==> src/rtl/uart_pkg.sv <==
// Shared definitions for the UART receive path: receiver FSM states, frame
// width and a helper for sizing the per-bit cycle counter.
package uart_pkg;

  localparam int UART_DATA_BITS = 8;

  typedef enum logic [2:0] {
    IDLE   = 3'd0,
    START  = 3'd1,
    DATA   = 3'd2,
    PARITY = 3'd3,
    STOP   = 3'd4,
    BREAK  = 3'd5
  } uart_rx_state_t;

  // Width of a counter that must hold values up to clks_per_bit-1.
  function automatic int uart_cnt_width(input int clks_per_bit);
    return (clks_per_bit < 2) ? 1 : $clog2(clks_per_bit);
  endfunction

endpackage

==> src/rtl/sync_2ff.sv <==
// Generic two-flop synchroniser for a single asynchronous input bit.
// RESET_VALUE sets the value both flops take on reset, so an idle-high line
// does not look like an active edge while reset is released.
module sync_2ff #(
  parameter logic RESET_VALUE = 1'b0
) (
  input  logic clk,
  input  logic areset,
  input  logic d,
  output logic q
);

  logic meta;

  // Two back-to-back flops; only q is safe to use downstream.
  always_ff @(posedge clk or posedge areset) begin
    if (areset) begin
      meta <= RESET_VALUE;
      q    <= RESET_VALUE;
    end else begin
      meta <= d;
      q    <= meta;
    end
  end

endmodule

==> src/rtl/uart_rx.sv <==
// UART receiver: 8N1 by default, 8E1 when UART_RX_PARITY_EN is defined.
// Produces single-cycle byte strobes with no backpressure; framing and parity
// errors are strobed in the cycle tvalid would have appeared and the byte is
// dropped. A low stop bit parks the FSM in BREAK until the line goes high.
module uart_rx
  import uart_pkg::*;
#(
  parameter int CLKS_PER_BIT = 104
) (
  input  logic       clk,
  input  logic       areset,
  input  logic       rx,
  output logic       m_axis_tvalid,
  output logic [7:0] m_axis_tdata,
  output logic       framing_error,
  output logic       parity_error
);

  localparam int N  = CLKS_PER_BIT;
  localparam int H  = N / 2;
  localparam int CW = uart_cnt_width(N);

  // START is entered one cycle after t0, so loading H-1 lands the start-bit
  // sample on t0+H; each later bit is a full N cycles after the previous one.
  localparam logic [CW-1:0] HALF_LOAD = CW'(H - 1);
  localparam logic [CW-1:0] BIT_LOAD  = CW'(N - 1);
  localparam logic [2:0]    LAST_BIT  = 3'(UART_DATA_BITS - 1);

  logic                      rx_s;
  uart_rx_state_t            state;
  logic [CW-1:0]             cyc_cnt;
  logic [2:0]                bit_cnt;
  logic [UART_DATA_BITS-1:0] shift;
`ifdef UART_RX_PARITY_EN
  logic                      par_bit;
`endif

  sync_2ff #(
    .RESET_VALUE (1'b1)
  ) u_rx_sync (
    .clk    (clk),
    .areset (areset),
    .d      (rx),
    .q      (rx_s)
  );

`ifndef UART_RX_PARITY_EN
  assign parity_error = 1'b0;
`endif

  // Receive FSM: mid-bit sampling, shifting and one-cycle result strobes.
  always_ff @(posedge clk or posedge areset) begin
    if (areset) begin
      state         <= IDLE;
      cyc_cnt       <= '0;
      bit_cnt       <= '0;
      shift         <= '0;
      m_axis_tvalid <= 1'b0;
      m_axis_tdata  <= '0;
      framing_error <= 1'b0;
`ifdef UART_RX_PARITY_EN
      par_bit       <= 1'b0;
      parity_error  <= 1'b0;
`endif
    end else begin
      m_axis_tvalid <= 1'b0;
      framing_error <= 1'b0;
`ifdef UART_RX_PARITY_EN
      parity_error  <= 1'b0;
`endif
      case (state)
        IDLE: begin
          if (!rx_s) begin
            cyc_cnt <= HALF_LOAD;
            state   <= START;
          end
        end

        START: begin
          if (cyc_cnt == '0) begin
            if (!rx_s) begin
              cyc_cnt <= BIT_LOAD;
              bit_cnt <= '0;
              state   <= DATA;
            end else begin
              // Start bit gone by mid-bit: treat as a glitch.
              state <= IDLE;
            end
          end else begin
            cyc_cnt <= cyc_cnt - 1'b1;
          end
        end

        DATA: begin
          if (cyc_cnt == '0) begin
            shift   <= {rx_s, shift[UART_DATA_BITS-1:1]};
            cyc_cnt <= BIT_LOAD;
            bit_cnt <= bit_cnt + 1'b1;
            if (bit_cnt == LAST_BIT) begin
`ifdef UART_RX_PARITY_EN
              state <= PARITY;
`else
              state <= STOP;
`endif
            end
          end else begin
            cyc_cnt <= cyc_cnt - 1'b1;
          end
        end

`ifdef UART_RX_PARITY_EN
        PARITY: begin
          if (cyc_cnt == '0) begin
            par_bit <= rx_s;
            cyc_cnt <= BIT_LOAD;
            state   <= STOP;
          end else begin
            cyc_cnt <= cyc_cnt - 1'b1;
          end
        end
`endif

        STOP: begin
          if (cyc_cnt == '0) begin
            if (!rx_s) begin
              // Framing wins over parity; wait out any break condition.
              framing_error <= 1'b1;
              state         <= BREAK;
`ifdef UART_RX_PARITY_EN
            end else if (^{shift, par_bit}) begin
              parity_error <= 1'b1;
              state        <= IDLE;
`endif
            end else begin
              m_axis_tvalid <= 1'b1;
              m_axis_tdata  <= shift;
              state         <= IDLE;
            end
          end else begin
            cyc_cnt <= cyc_cnt - 1'b1;
          end
        end

        BREAK: begin
          if (rx_s) begin
            state <= IDLE;
          end
        end

        default: state <= IDLE;
      endcase
    end
  end

endmodule

==> config.mk <==
export PLATFORM = sky130hd
export DESIGN_NAME = uart_rx
export DESIGN_NICKNAME = d
export VERILOG_FILES = /design/src/rtl/uart_pkg.sv /design/src/rtl/sync_2ff.sv /design/src/rtl/uart_rx.sv
export SDC_FILE = /design/constraint.sdc
export NUM_CORES = 1
export LEC_CHECK = 0
export ABC_CLOCK_PERIOD_IN_PS = 3300
export CAP_MARGIN = 5
export CORE_MARGIN = 10
export CORE_UTILIZATION = 45
export CTS_CLUSTER_SIZE = 8
export DETAILED_ROUTE_END_ITERATION = 12
export GPL_TIMING_DRIVEN = 0
export PLACE_DENSITY_LB_ADDON = 0.2
export SLEW_MARGIN = 40
export SYNTH_ARGS = -nofsm -noshare
export SYNTH_HDL_FRONTEND = slang
export SYNTH_SLANG_ARGS = --single-unit
==> constraint.sdc <==
create_clock -name clk -period 3.3 [get_ports clk]
set_input_delay 0.33 -clock clk [delete_from_list [all_inputs] [get_ports clk]]
set_output_delay 0.33 -clock clk [all_outputs]
set_load 0.03 [all_outputs]
==> run_results.csv <==
group,metric,value,unit
run_status,status,"finished clean",
synthesis,synth_area_leaders,"dfrtp_1, mux2_2, dfstp_2",
synthesis,async_reset_ff_frac,1.000,
synthesis,yosysSeqAreaShare,0.5132,
placement,io_buffer_count,12,
floorplan,initial_core_util,0.4762,
synthesis,yosys-top-cells-count,"dfrtp_1, mux2_2, o21ai_0",
clocking,path_clk_slew,0.10,ns
synthesis,ys_types,44,
finish,final_area,0.001882,mm²
finish,final_core_util,0.5552,
worst_setup_path,crit_path_start,"cyc_cnt[0]",
worst_setup_path,path_class,"reg2reg",
synthesis,syn_area,0.001614,mm²
global_route,antenna_found_initial,0,
synthesis,synth.net_count,147,
global_route,grt_overflow,0,
worst_setup_path,regToRegEndpoint,"cyc_cnt[1]",
drt,drc,0,
placement,place_congestion,0.8069,
power,power.total,0.7332,mW
synthesis,synthCells,141,
placement,dpl-instance-area,0.001792,mm²
finish,nets,166,
sta,rsz0062_at_grt,"no",
sta,fin_ws,0.9724,ns
synthesis,synth_edf_count,0,
drt,dr.first_iter.drc_count,78,
global_route,busiest_layer,"met2",
floorplan,die_h,79.89,µm
worst_setup_path,cp_data_required_time,3.52,ns
sta,slew_headroom,0.5531,
worst_setup_path,slowest_delay,0.46,ns
clocking,clk_latency,0.33,ns
worst_setup_path,cpMaxStageDelayCell,"dfrtp_1",
power,peakVddDrop,331.4,µV
drt,viasPerCell,5.401,
clocking,cts_inserted_buffers,5,
global_route,track_usage,0.1031,
floorplan,die_w,79.89,µm
clocking,root_buffer,"clkbuf_4",
clocking,hold_buffers,0,
clocking,post_cts_buffers,0,
floorplan,rows,21,
placement,dp_slack,0.9995,ns
synthesis,avgSynthCellArea,11.45,µm²
global_route,grt_max_degree,34,
sta,skew,0.008462,ns
worst_setup_path,crit_path_start_kind,"flip-flop",
synthesis,yosysWarnings,0,
worst_setup_path,crit_chain,"inv_1, ha_1, nor4b_4, and2_1, buf_6, o21ai_4, a211oi_4, mux2_4",
drt,vias,1118,
sta,tns,0,ns
synthesis,ys.flop_type,"dfrtp_1",
worst_setup_path,end_kind,"flip-flop",
sta,finalSetupViolations,0,
drt,dr.pass1.iters,4,
finish,syn2layout_area_growth,16.59,%
synthesis,synth_top_area_cell,"dfrtp_1",
clocking,cts_max_path_buffers,2,
global_route,grt.met2_usage,0.1766,
global_route,grt_pass1_vias,1184,
drt,wl,2.997,mm
finish,drive_gt1_frac,0.2236,
global_route,use_met3,0.04279,
global_route,grt_first_pass_wirelength,5.264,mm
worst_setup_path,worstPathArrival,2.54,ns
clocking,cts.sink_count,33,
synthesis,synth-seq-cells,33,
worst_setup_path,rr_startpoint,"cyc_cnt[0]",
global_route,use_met1,0.1070,
floorplan,pin_count,14,
sta,timing.fmax,429.6,MHz
worst_setup_path,rrSetupSlack,0.97,ns
power,pwr_density_cell,389.7,mW/mm²
synthesis,synth_top_area_share,0.4806,
power,p_leak,0.8973,nW
sta,period_minus_slack,2.328,ns
placement,dp_hpwl,2.130,mm
worst_setup_path,endpoint,"cyc_cnt[1]",
clocking,cts-resized-gates,0,
drt,routedWlPerCell,14.48,µm
floorplan,die-area,0.006382,mm²
sta,final_max_slew_viol_count,0,
sta,finalCritPeriodShare,0.7053,
floorplan,core_area,0.003390,mm²
drt,drtAntennaViolNets,0,
clocking,cts_tree,"yes",
worst_hold_path,min_path_type,"reg2reg",
placement,placed_cells,199,
finish,instances_no_fill,207,
job,drv_cap,0,
finish,antenna_cells,0,
sta,tightest_slew,0.6694,ns
synthesis,yosys.cell_count.top_type,"dfrtp_1",
worst_setup_path,worstRegToRegCells,8,
clocking,cts_max_level,2,
sta,finalHoldViolCount,0,
sta,timing.hold.ws,0.3628,ns
worst_setup_path,cp_max_fo,10,
[logic make-up after synthesis]
| group | synth area share |
|---|---|
| compound gates | 0.1349 |
| xor+xnor | 0.01628 |
| fa+ha+maj | 0.02326 |
| buf+inv | 0.03566 |
| flops | 0.5132 |
| mux | 0.1395 |
| other cells | 0.002323 |
| simple gates | 0.1349 |
[power breakdown]
group          internal, mW  total (mW)  switching, mW
logic               0.00388      0.0157         0.0118
registers             0.406       0.407       0.000258
clock network         0.181       0.311          0.130
[sequential cells by signal (all words and copies together) (netlist names), 3 cells and up]
register      count
cyc_cnt           7
bit_cnt           3
m_axis_tdata      8
state             3
shift             8
[critical path: cells and delay by family (launching register included)]
kind	cells	cell delay (ns)
and+or+nand+nor	2	0.56
DFF	1	0.46
muxes	1	0.33
AOI/OAI and AO/OA	2	0.46
adders and majority gates	1	0.18
buffers and inverters	2	0.23
[layout make-up]
type                    count  area (µm²)
fillers                   293        1508
multi-input cells          96       733.2
inverters                   6       22.52
flip-flops and latches     33       828.3
plain buffers               6       35.03
well taps                  46       57.56
clock buffers               7       55.05
clock inverters             1       30.03
repair buffers             12       120.1
[placed cells by master (no fill, tap or decap), types with 5 or more instances in the layout]
cell type,n
dfrtp_1,31
mux2_2,16
clkdlybuf4s50_1,12
o21ai_0,10
nor2_1,8
a21oi_1,8
nand2_1,7
inv_1,5
nand3_1,5
clkbuf_4,5
[how the worst min path moves through the flow]
stage / start / end / slack [ns] / depth (start not counted)
2_1_floorplan: rx / u_rx_sync.meta / 0.33 / 0
3_3_place_gp: u_rx_sync.meta / u_rx_sync.q / 0.35 / 0
3_5_place_dp: u_rx_sync.meta / u_rx_sync.q / 0.35 / 0
4_1_cts: u_rx_sync.meta / u_rx_sync.q / 0.36 / 0
5_1_grt: u_rx_sync.meta / u_rx_sync.q / 0.37 / 0
6_report: u_rx_sync.meta / u_rx_sync.q / 0.36 / 0
[metal layers]
layer,share of wire,vias up
li1,-,545
met1,0.44,554
met2,0.50,15
met3,0.049,4
met4,0.012,0
met5,0,-
Note: power is estimated with default switching activity, not from simulation.
